$ cat src/rtl/dma_read_arbiter_pkg.sv
`default_nettype none
// ============================================================================
// Module   : dma_arb_pkg
// Purpose  : Shared types and helpers for the DMA read/write arbiters.
// Revision : 1.0 - initial release
// ============================================================================
package dma_arb_pkg;

    localparam int lp_beat_dws = 4;

    typedef enum logic [1:0] {
        IDLE = 2'd0,
        REQ  = 2'd1,
        DATA = 2'd2
    } arb_state_e;

    // A length of 0 encodes the full 1024-DW transfer.
    function automatic logic [8:0] beats_from_len(input logic [9:0] len);
        logic [10:0] w_sum;
        w_sum = {1'b0, len} + 11'(lp_beat_dws - 1);
        if (len == 10'd0) begin
            return 9'd256;
        end
        return w_sum[10:2];
    endfunction

endpackage
`default_nettype wire

$ cat src/rtl/rr_priority_select.sv
`default_nettype none
// ============================================================================
// Module   : rr_priority_select
// Purpose  : Masked round-robin pick of the lowest eligible requester.
// Revision : 1.0 - initial release
// ============================================================================
module rr_priority_select #(
    parameter int p_paths = 2
) (
    input  logic [p_paths-1:0] pending,
    input  logic [p_paths-1:0] mask,
    output logic [p_paths-1:0] select,
    output logic               reload
);

    logic [p_paths-1:0] w_eligible;
    logic [p_paths-1:0] w_pool;

    // When every pending path has been served this round, start a new round.
    always_comb begin
        w_eligible = pending & mask;
        reload     = (w_eligible == '0);
        w_pool     = reload ? pending : w_eligible;
        select     = w_pool & (~w_pool + p_paths'(1));
    end

endmodule
`default_nettype wire

$ cat src/rtl/dma_read_arbiter.sv
`default_nettype none
// ============================================================================
// Module   : dma_read_arbiter
// Purpose  : Round-robin share of one host-read DMA engine among p_paths
//            clients; optional stall abort via DMA_READ_ARB_TIMEOUT_EN.
// Revision : 1.0 - initial release
// ============================================================================
module dma_read_arbiter
    import dma_arb_pkg::*;
#(
    parameter int p_paths          = 2,
    parameter int p_timeout_cycles = 65535
) (
    input  logic                   i_clk,
    input  logic                   i_rst,
    input  logic [p_paths*32-1:0]  ar_dma_read_addr,
    input  logic [p_paths*10-1:0]  ar_dma_read_len,
    input  logic [p_paths-1:0]     ar_dma_read_pending,
    output logic [p_paths-1:0]     ar_dma_read_done,
    output logic [p_paths*128-1:0] ar_dma_read_data,
    output logic [p_paths-1:0]     ar_dma_read_data_valid,
    input  logic [p_paths-1:0]     ar_dma_read_data_ready,
    output logic [31:0]            dma_read_addr,
    output logic [9:0]             dma_read_len,
    output logic                   dma_read_pending,
    input  logic                   dma_read_done,
    input  logic [127:0]           dma_read_data,
    input  logic                   dma_read_data_valid,
    output logic                   dma_read_data_ready
`ifdef DMA_READ_ARB_TIMEOUT_EN
    ,
    output logic                   o_timeout
`endif
);

    arb_state_e         r_state, w_state_nxt;
    logic [p_paths-1:0] r_grant, w_grant_nxt;
    logic [p_paths-1:0] r_mask, w_mask_nxt;
    logic [8:0]         r_beats, w_beats_nxt;
    logic [p_paths-1:0] w_sel;
    logic               w_reload;
    logic [9:0]         w_sel_len;
    logic               w_gnt_pending;
    logic               w_done;
    logic               w_hs;
    logic               w_last;
    logic               w_abort;

    rr_priority_select #(
        .p_paths (p_paths)
    ) u_rr (
        .pending (ar_dma_read_pending),
        .mask    (r_mask),
        .select  (w_sel),
        .reload  (w_reload)
    );

    // Grant is one-hot (or zero), so a plain per-path select is a clean mux.
    always_comb begin
        dma_read_addr       = '0;
        dma_read_len        = '0;
        w_gnt_pending       = 1'b0;
        dma_read_data_ready = 1'b0;
        w_sel_len           = '0;
        for (int j = 0; j < p_paths; j++) begin
            if (r_grant[j]) begin
                dma_read_addr       = ar_dma_read_addr[j*32 +: 32];
                dma_read_len        = ar_dma_read_len[j*10 +: 10];
                w_gnt_pending       = ar_dma_read_pending[j];
                dma_read_data_ready = ar_dma_read_data_ready[j];
            end
            if (w_sel[j]) begin
                w_sel_len = ar_dma_read_len[j*10 +: 10];
            end
        end
    end

    always_comb begin
        dma_read_pending       = (r_state == REQ) && w_gnt_pending;
        w_done                 = (r_state == REQ) && dma_read_done;
        ar_dma_read_done       = w_done ? r_grant : '0;
        ar_dma_read_data_valid = dma_read_data_valid ? r_grant : '0;
        ar_dma_read_data       = {p_paths{dma_read_data}};
        w_hs                   = dma_read_data_valid && dma_read_data_ready;
        w_last                 = w_hs && (r_beats == 9'd1);
    end

`ifdef DMA_READ_ARB_TIMEOUT_EN
    logic [31:0] r_timer;

    always_comb begin
        w_abort = (r_state != IDLE) && !(w_done || w_hs)
                  && (r_timer == 32'(p_timeout_cycles - 1));
    end

    assign o_timeout = w_abort;

    always_ff @(posedge i_clk) begin
        if (i_rst || (r_state == IDLE) || w_done || w_hs || w_abort) begin
            r_timer <= '0;
        end else begin
            r_timer <= r_timer + 32'd1;
        end
    end
`else
    logic [31:0] w_unused_timeout;
    assign w_unused_timeout = 32'(p_timeout_cycles);
    assign w_abort          = 1'b0;
`endif

    always_comb begin
        w_state_nxt = r_state;
        w_grant_nxt = r_grant;
        w_mask_nxt  = r_mask;
        w_beats_nxt = r_beats;
        if (w_hs && (r_beats != 9'd0)) begin
            w_beats_nxt = r_beats - 9'd1;
        end
        case (r_state)
            IDLE: begin
                if (w_reload) begin
                    w_mask_nxt = '1;
                end
                if (ar_dma_read_pending != '0) begin
                    w_grant_nxt = w_sel;
                    w_mask_nxt  = (w_reload ? {p_paths{1'b1}} : r_mask) & ~w_sel;
                    w_beats_nxt = beats_from_len(w_sel_len);
                    w_state_nxt = REQ;
                end
            end
            REQ: begin
                // Beats may race ahead of done; release if they are all in.
                if (w_done) begin
                    if (w_last || (r_beats == 9'd0)) begin
                        w_state_nxt = IDLE;
                        w_grant_nxt = '0;
                    end else begin
                        w_state_nxt = DATA;
                    end
                end
            end
            DATA: begin
                if (w_last) begin
                    w_state_nxt = IDLE;
                    w_grant_nxt = '0;
                end
            end
            default: begin
                w_state_nxt = IDLE;
                w_grant_nxt = '0;
            end
        endcase
        if (w_abort) begin
            w_state_nxt = IDLE;
            w_grant_nxt = '0;
        end
    end

    always_ff @(posedge i_clk) begin
        if (i_rst) begin
            r_state <= IDLE;
            r_grant <= '0;
            r_mask  <= '1;
            r_beats <= '0;
        end else begin
            r_state <= w_state_nxt;
            r_grant <= w_grant_nxt;
            r_mask  <= w_mask_nxt;
            r_beats <= w_beats_nxt;
        end
    end

endmodule
`default_nettype wire

$ cat config.mk
export PLATFORM = sky130hd
export DESIGN_NAME = dma_read_arbiter
export DESIGN_NICKNAME = d
export VERILOG_FILES = /design/src/rtl/dma_read_arbiter_pkg.sv /design/src/rtl/rr_priority_select.sv /design/src/rtl/dma_read_arbiter.sv
export SDC_FILE = /design/constraint.sdc
export NUM_CORES = 1
export LEC_CHECK = 0
export CORE_AREA = 2 2 207 209
export DETAILED_ROUTE_END_ITERATION = 8
export DIE_AREA = 0 0 209 211
export GPL_ROUTABILITY_DRIVEN = 0
export PLACE_DENSITY = 0.47
export SLEW_MARGIN = 20
export SYNTH_ARGS = -nofsm -noshare
export SYNTH_HDL_FRONTEND = slang
export SYNTH_SLANG_ARGS = --single-unit
$ cat constraint.sdc
create_clock -name i_clk -period 2.3 [get_ports i_clk]
set_input_delay 0.46 -clock i_clk [delete_from_list [all_inputs] [get_ports i_clk]]
set_output_delay 0.46 -clock i_clk [all_outputs]
set_load 0.01 [all_outputs]
==> results by stage, run 1 <==
Pwr:
- The largest vdd supply drop is between 0.2 and 0.25 mV.
- In this run the power density over the cells is roughly 490 mW/mm^2.
- The analysis attributes to cell leakage a power of around 1.6 nW.

Floorplan:
- The core box area is between 0.04 and 0.05 sq mm.
- The die footprint is 0.0441 sq mm.
- The effective utilization at floorplan is approximately 8.4%.
- The number of top-level pins is between 500 and 600.
- The floorplan has 75 rows.
- Measured along the y axis, the die boundary spans 211 microns.
- The horizontal die dimension is roughly 210 microns.

Clock network:
- The clock transition at the register clock pins on the worst setup and hold paths after CTS is 0.05 ns.
- The root buffer cell is sky130_fd_sc_hd__clkbuf_16.
- In this run, post-CTS hold repair placed 0 buffers.
- Buffers inserted during clock tree synthesis total 3.
- In this run the number of H-tree levels came out at 1.
- The number of buffers on the longest clock path is 2.
- The worst-skew pair later-pin latency is 0.24 ns.
- Clock tree synthesis found a total of 15 sinks.
- TritonCTS built the clock tree.

Drt:
- For this block, the routed nets add up to ~16000 microns of wire.
- Once detail routing completed, the nets flagged for antenna violations numbered 0.
- The detailed-route DRC error count is 0.
- For this block, the initial DRC count from the detailed router was roughly 130.
- The detailed-router iteration count before antenna repair is 4.
- The total via count after detailed routing is 2709.
- The wire length per cell after detailed routing is 17.7 microns.
- The via density per instance is slightly below 3.

Timing:
- The final clock skew is about 0.0020 ns.
- For the pin with the worst max-slew slack, the measured transition is around 0.35 ns.
- In this run the tightest slew margin relative to its limit is roughly three quarters.
- Based on the critical path, the design can be clocked at up to between 400 and 500 MHz.
- Counting I/O delays and the setup requirement, the final critical path takes about 2.3 ns.
- The total negative slack is 0 ns.
- The number of pins exceeding their max-slew limit in the final report is 0.
- Setup repair after global routing left no endpoint under its margin.
- Final hold analysis gives a worst-case slack of around 0.51 ns.
- Dividing the final minimum period by the clock period gives 98.3%.
- Setup violations remaining at the end of the flow were counted as 0.
- The final hold violation count came to 0.

Setup path:
- The capturing element type of the critical path is an output port.
- The worst setup path is launched from a flip-flop.
- For the worst flop-to-flop path, the logic depth is 8.
- The type of the worst setup path is reg -> out.
- The maximum fanout along the worst path is 15.
- The worst path arrival time is ~1.8 ns.
- The critical path required time is about 1.8 ns.
- The worst-case register-to-register setup slack is around 0.23 ns.

Logic synthesis:
- Of the synthesized area, sequential elements account for about 8.5%.
- After synthesis, the mean cell area works out to 7.61 sq um.
- For this run, the number of Yosys warnings is 0.
- The most instantiated flip-flop cell in the synthesis netlist is sky130_fd_sc_hd__dfxtp_1.
- Summing every instance area after synthesis gives ~0.0035 sq mm.
- Synthesis produced a netlist whose cell count is 463.
- Of all flip-flops after synthesis, the portion carrying an async set or reset was 0%.
- When the netlist entered floorplanning its net count stood at a little under 700.
- In this run, synthesis produced a sequential element count of 15.
- The distinct cell type count after synthesis is 43.
- The count of flip-flops with a built-in enable after synthesis is 0.

Layout:
- The finished layout holds ~930 standard cells, fillers aside.
- The number of filler instances in the final layout is roughly 5000.
- The synthesis-to-finish area growth is 18.7%.
- For this run, the post-layout net count is between 600 and 700.
- The fraction of final layout cells sized beyond drive strength 1 is a little under a fifth.

GRT:
- The pin count of the biggest net entering global routing is 23.
- Summed over all layers, the global routing overflow is 0.
- The first-pass GRT wire length is 21400 microns.
- Global routing consumed, over all layers together, 7.09% of the routing resources.
- The initial antenna violation count came to 0.
- The number of global-route vias before repair is 2817.

Hold path:
- The path class of the tightest hold or removal check is reg -> reg.
- The worst hold path depth is 1.

Outcome:
- The flow ran to the end, and the final reports show no timing, DRC or antenna violations.

Placed design:
- The count of port buffers added during placement is around 140.
- The number of placed instances, taps included is a little over 900.
- The wire-length estimate of the detail-placed layout is 14500 microns.

Job:
- The max-capacitance violation count is 0.
placed cells by master, fill, tap and decap left out, drive strengths merged, types with 5 or more instances in the layout:
cell type / n
a21oi: 12
a22o: 46
and2: 9
buf: 56
clkdlybuf4s50: 112
dfxtp: 15
dlygate4sd2: 15
dlymetal6s2s: 8
inv: 5
nand2: 7
nand3: 9
nor2: 8
nor3: 6
nor4: 5
o211ai: 6
or2: 6
xnor2: 6
xor2: 5
worst max-delay path, stage by stage, from the launching register on:
cell,delay (ns)
sky130_fd_sc_hd__dfxtp_4,0.41
sky130_fd_sc_hd__nor2b_4,0.14
sky130_fd_sc_hd__buf_12,0.16
sky130_fd_sc_hd__buf_12,0.15
sky130_fd_sc_hd__a22o_1,0.12
sky130_fd_sc_hd__clkdlybuf4s50_1,0.56
layout make-up:
class                   instances  area [sq um]  area share, %
clock buffers                   4          78.8           1.88
inverters                       5          18.8          0.449
flip-flops and latches         15           305           7.30
well taps                     539           674           16.1
diodes                          1          2.50         0.0598
multi-input cells             172          1230           29.5
repair buffers                192          1870           44.7
power breakdown:
group	switching, mW	internal (mW)
Combinational	0.620	0.724
Clock	0.103	0.235
Sequential	0.0658	0.314
Total	0.789	1.27
worst paths after layout:
check | to | start
worst max-delay path | dma_read_addr[24] | r_grant[1]$_SDFFE_PP0P_
worst min-delay path | r_grant[0]$_SDFFE_PP0P_ | r_grant[0]$_SDFFE_PP0P_
worst max register to register | r_beats[6]$_SDFF_PP0_ | r_mask[1]$_SDFFE_PP1P_
worst min register to register | r_grant[0]$_SDFFE_PP0P_ | r_grant[0]$_SDFFE_PP0P_
metal layers:
metal  track usage [%]  vias up  wire length (microns)
met3              3.67       64                   2160
li1                  -     1188                      -
met4              4.93        0                   1000
met2              12.2      328                   7880
met5                 0        -                      0
met1              6.53     1129                   5440
logic make-up (layout without fill, tap and decap cells):
| family | after synthesis | count (layout) | synth area share, % |
|---|---|---|---|
| XOR/XNOR | 11 | 11 | 2.73 |
| other | 0 | 1 | 0 |
| adder cells (fa/ha/maj) | 2 | 2 | 0.710 |
| flip-flops | 15 | 15 | 8.52 |
| buffers and inverters | 276 | 201 | 56.8 |
| AO/OA/AOI/OAI | 90 | 90 | 20.1 |
| AND/OR/NAND/NOR | 69 | 69 | 11.1 |
through the flow:
step	total power, mW	utilization [%]	setup WS (ns)	cell area (sq um)
2_1_floorplan	1.36	-	0.114	3520
3_3_place_gp	1.75	9.67	-0.264	4040
3_5_place_dp	1.75	9.67	-0.299	4040
4_1_cts	2.10	9.92	0.0178	4140
5_1_grt	2.20	10.0	0.000831	4180
6_report	2.06	10.0	0.0400	4180
sequential cells by signal, indices dropped and copies added, names as in the netlist:
name and cells:
r_state 2, r_beats 9, r_mask 2, r_grant 2
synthesized netlist by cell type, drive strengths merged, types with 3 or more instances:
master	n	area [sq um]
o21ai	4	20.0
nand3	9	45.0
o22ai	4	25.0
xnor2	6	52.6
inv	5	18.8
a22o	46	403
nor2	8	30.0
nand2	7	26.3
dfxtp	15	300
and3	3	18.8
nor4	5	37.5
nor2b	4	25.0
buf	258	1930
o211ai	6	45.0
a22oi	3	22.5
and2	9	56.3
nand4	3	18.8
xor2	5	43.8
a21oi	12	60.1
or2	6	37.5
clkbuf	13	48.8
nor3	6	30.0
timing repair:
| action | in CTS | in global routing |
|---|---|---|
| pin swaps | 2 | 2 |
| cloned | 1 | 0 |
| endpoints found under the setup margin | 28 | 13 |
| buffers inserted | 1 | 2 |
| gates resized for setup | 20 | 9 |
Power figures use the tool's default switching activity.
==> inputs of run 2 (changes only) <==
- PLACE_DENSITY: 0.47 -> not set
- PLACE_DENSITY_LB_ADDON: not set -> 0.2
==> run 2 against run 1 <==
Against the previous run: register-to-register slack about the same; fmax increased by 0.87%; die area is the same; first-iteration DRC count shrank 13%; largest power group unchanged; sequential power shrank 2%; clock skew increased by 0.0011 ns; non-clock buffer count increased by 4; cell area increased by 1.3%; critical path depth decreased by 2; final cell count grew 0.43%; critical endpoint is now dma_read_len[2]; setup slack better by 0.019 ns; clock-buffer cell count did not move.
==> results by stage, run 2 (synthesis results as in run 1) <==
Layout:
- The final core utilization is 10.2% (+0.13 points).
- The library cells used most frequently in the layout, excluding fill and tap cells, are sky130_fd_sc_hd__clkdlybuf4s50_1 (109), sky130_fd_sc_hd__a22o_1 (46), sky130_fd_sc_hd__buf_4 (46), sky130_fd_sc_hd__dlygate4sd2_1 (22), sky130_fd_sc_hd__dfxtp_1 (13).
- The register with the highest flop count is r_beats.
- The number of flip-flops in the largest register is 9 (unchanged).
- The number of nets in the finished design came to 615 (+0.65%).
- The number of filler instances in the final layout is 4836 (-0.58%).
- The commonest non-fill, non-tap cell in the layout is sky130_fd_sc_hd__clkdlybuf4s50_1.
- The number of non-filler instances in the completed layout is 932 (+0.43%).
- The synthesis-to-finish area growth is 20.3%.
- The fraction of final layout cells sized beyond drive strength 1 is 18.9% (+0.063 points).

Timing:
- The final hold violation count is 0 (unchanged).
- The transition time at the pin with the least slew margin came to 0.416 ns (+0.0639 ns).
- The headroom to the max-slew limit is 72.1% (-4.3 points).
- The peak clock frequency supported by timing is 446 MHz (+0.87%).
- The setup violation total in the final timing report is 0 (unchanged).
- The number of pins exceeding their max-slew limit in the final report came to 0 (unchanged).
- The final period utilization is 97.4% (-0.85 points).
- The final clock skew is 0.00312 ns (+0.00114 ns).
- The time the worst path needs with I/O delays and setup came to 2.24 ns (-0.0194 ns).

Clock network:
- The clock transition at the register clock pins on the worst setup and hold paths after CTS came to 0.05 ns (about the same).
- In this run the clock root is driven by a sky130_fd_sc_hd__clkbuf_16.
- The number of buffers on the longest clock path was 2 (unchanged).
- The level count of the clock H-tree is 1 (unchanged).
- The number of hold-repair buffers added at the cts stage came to 0 (unchanged).
- The number of buffers added by the clock tree synthesis step is 3 (unchanged).
- The worst-skew pair later-pin latency is 0.25 ns (about the same).
- TritonCTS built the clock tree.
- The number of clock sinks is 15 (unchanged).

Hold path:
- The min-delay analysis places its worst path in the category reg -> reg.
- The startpoint identified for the worst hold timing path is r_beats[8]$_SDFF_PP0_.
- The path with the worst hold slack has its endpoint at r_beats[8]$_SDFF_PP0_.
- The worst hold path depth is 3 (+2).

Placed design:
- The final HPWL from detailed placement came to 13000 microns (-10%).
- The count of port buffers added during placement is 139 (unchanged).
- The number of placed instances, taps included is 923 (+0.44%).

GRT:
- The overall track demand over capacity in global routing is 6.28% (-0.81 points).
- The first-pass GRT wire length came to 20000 microns (-6.6%).
- The aggregate global routing overflow is 0 (unchanged).
- The pin count of the biggest net entering global routing came to 28 (+22%).
- The initial antenna violation count was 9 (+9).
- The number of global-route vias before repair was 2874 (+2.0%).

Setup path:
- The worst register-to-register path ends at r_beats[6]$_SDFF_PP0_.
- The type of the worst setup path is in -> out.
- The depth of the worst register-to-register path was 7 (-1).
- Walking the worst path, the cells encountered are clkdlybuf4s50_1 -> a22o_1 -> clkdlybuf4s50_1.
- The nature of the critical path startpoint is an input port.
- The start of the worst register-to-register path is r_mask[0]$_SDFFE_PP1P_.
- The capturing element type of the critical path is an output port.
- The cell that appears most often on the critical path is sky130_fd_sc_hd__clkdlybuf4s50_1.
- The slowest stage of the critical path is the sky130_fd_sc_hd__clkdlybuf4s50_1 cell.
- The worst-case register-to-register setup slack was 0.24 ns (about the same).
- The worst path buffer plus inverter count is 2 (-1).
- The largest stage delay on the critical path is 0.56 ns (about the same).
- On the critical path the largest part of the delay comes from buffers and inverters.
- The worst path arrival time was 1.78 ns (-0.02 ns).
- The maximum fanout along the worst path was 3 (-12).
- The critical path required time was 1.84 ns (about the same).

Drt:
- The detailed-router iteration count before antenna repair is 4 (unchanged).
- The wire length reported by the detailed router is 15100 microns (-8.5%).
- The via density per instance came to 2.87 (-1.8%).
- The wire length per cell after detailed routing came to 16.2 microns (-8.8%).
- The detailed-route DRC error count came to 0 (unchanged).
- The antenna violation net count after detailed routing is 0 (unchanged).
- The DRC violation total after the first TritonRoute iteration is 111 (-13%).
- The total via count after detailed routing came to 2673 (-1.3%).

Floorplan:
- The die footprint was 0.0441 sq mm (unchanged).
- The number of top-level pins was 524 (unchanged).
- The die height is 211 microns (unchanged).
- The core box area was 0.0418 sq mm (unchanged).
- The horizontal die dimension is 209 microns (unchanged).
- The number of rows created at floorplan was 75 (unchanged).
- The effective utilization at floorplan is 8.44% (unchanged).

Job:
- The max-capacitance violation count came to 0 (unchanged).

Pwr:
- The total power density per cell area is 482 mW/mm^2 (-2.1%).
- The standby leakage power is 1.65 nW (+1.4%).
- The largest vdd supply drop is 0.176 mV (-21%).

Outcome:
- The flow ran to the end, and the final reports show no timing, DRC or antenna violations.
[run 2: stage by stage]
| stage | setup WS (ns) | area (sq um) | TNS [ns] | power [mW] | hold WS (ns) |
|---|---|---|---|---|---|
| 2_1_floorplan | 0.114 | 3520 | 0 | 1.36 | 0.486 |
| 5_1_grt | -0.00343 | 4240 | -0.00408 | 2.19 | 0.629 |
| 3_5_place_dp | -0.314 | 4080 | -2.07 | 1.72 | 0.600 |
| 6_report | 0.0594 | 4240 | 0 | 2.04 | 0.606 |
| 3_3_place_gp | -0.281 | 4080 | -1.70 | 1.75 | 0.605 |
| 4_1_cts | -0.0200 | 4140 | -0.0200 | 2.03 | 0.611 |
[run 2: cell type report]
cell class | instances | area (sq um) | share of cell area (%)
Timing Repair Buffer | 196 | 1920 | 45.3
Multi-Input combinational cell | 172 | 1240 | 29.3
Tap cell | 539 | 674 | 15.9
Sequential cell | 15 | 303 | 7.14
Clock buffer | 4 | 78.8 | 1.86
Inverter | 5 | 18.8 | 0.443
Antenna cell | 1 | 2.50 | 0.0590
[run 2: report_power, final]
part           switching [mW]  leakage [nW]  internal (mW)
Combinational           0.603          1.48          0.728
Sequential             0.0595         0.124          0.313
Clock                   0.107        0.0382          0.235
[run 2: worst max-delay path by stage]
stage	start	endpoint	depth (start not counted)
3_3_place_gp	ar_dma_read_pending[0]	r_beats[6]$_SDFF_PP0_	7
6_report	ar_dma_read_len[2]	dma_read_len[2]	3
4_1_cts	r_grant[0]$_SDFFE_PP0P_	dma_read_len[2]	4
2_1_floorplan	ar_dma_read_pending[1]	r_beats[6]$_SDFF_PP0_	6
3_5_place_dp	ar_dma_read_pending[0]	r_beats[6]$_SDFF_PP0_	7
5_1_grt	r_grant[0]$_SDFFE_PP0P_	dma_read_pending	6
[run 2: metal layers]
layer	track usage [%]	wire, microns
met1	5.84	5020
met2	10.6	7060
met3	4.06	2240
met4	3.15	691
met5	0.222	64
[run 2: what timing repair did]
action,in CTS,in global routing
resized for setup,24,14
buffers inserted,1,2
pin swaps,2,3
cloned,0,1
setup endpoints to repair,31,14
[run 2: tightest hold or removal path: cells and delay by family (launching register included)]
kind | cells | cell delay, ns
compound gates | 3 | 0.23
flops | 1 | 0.33
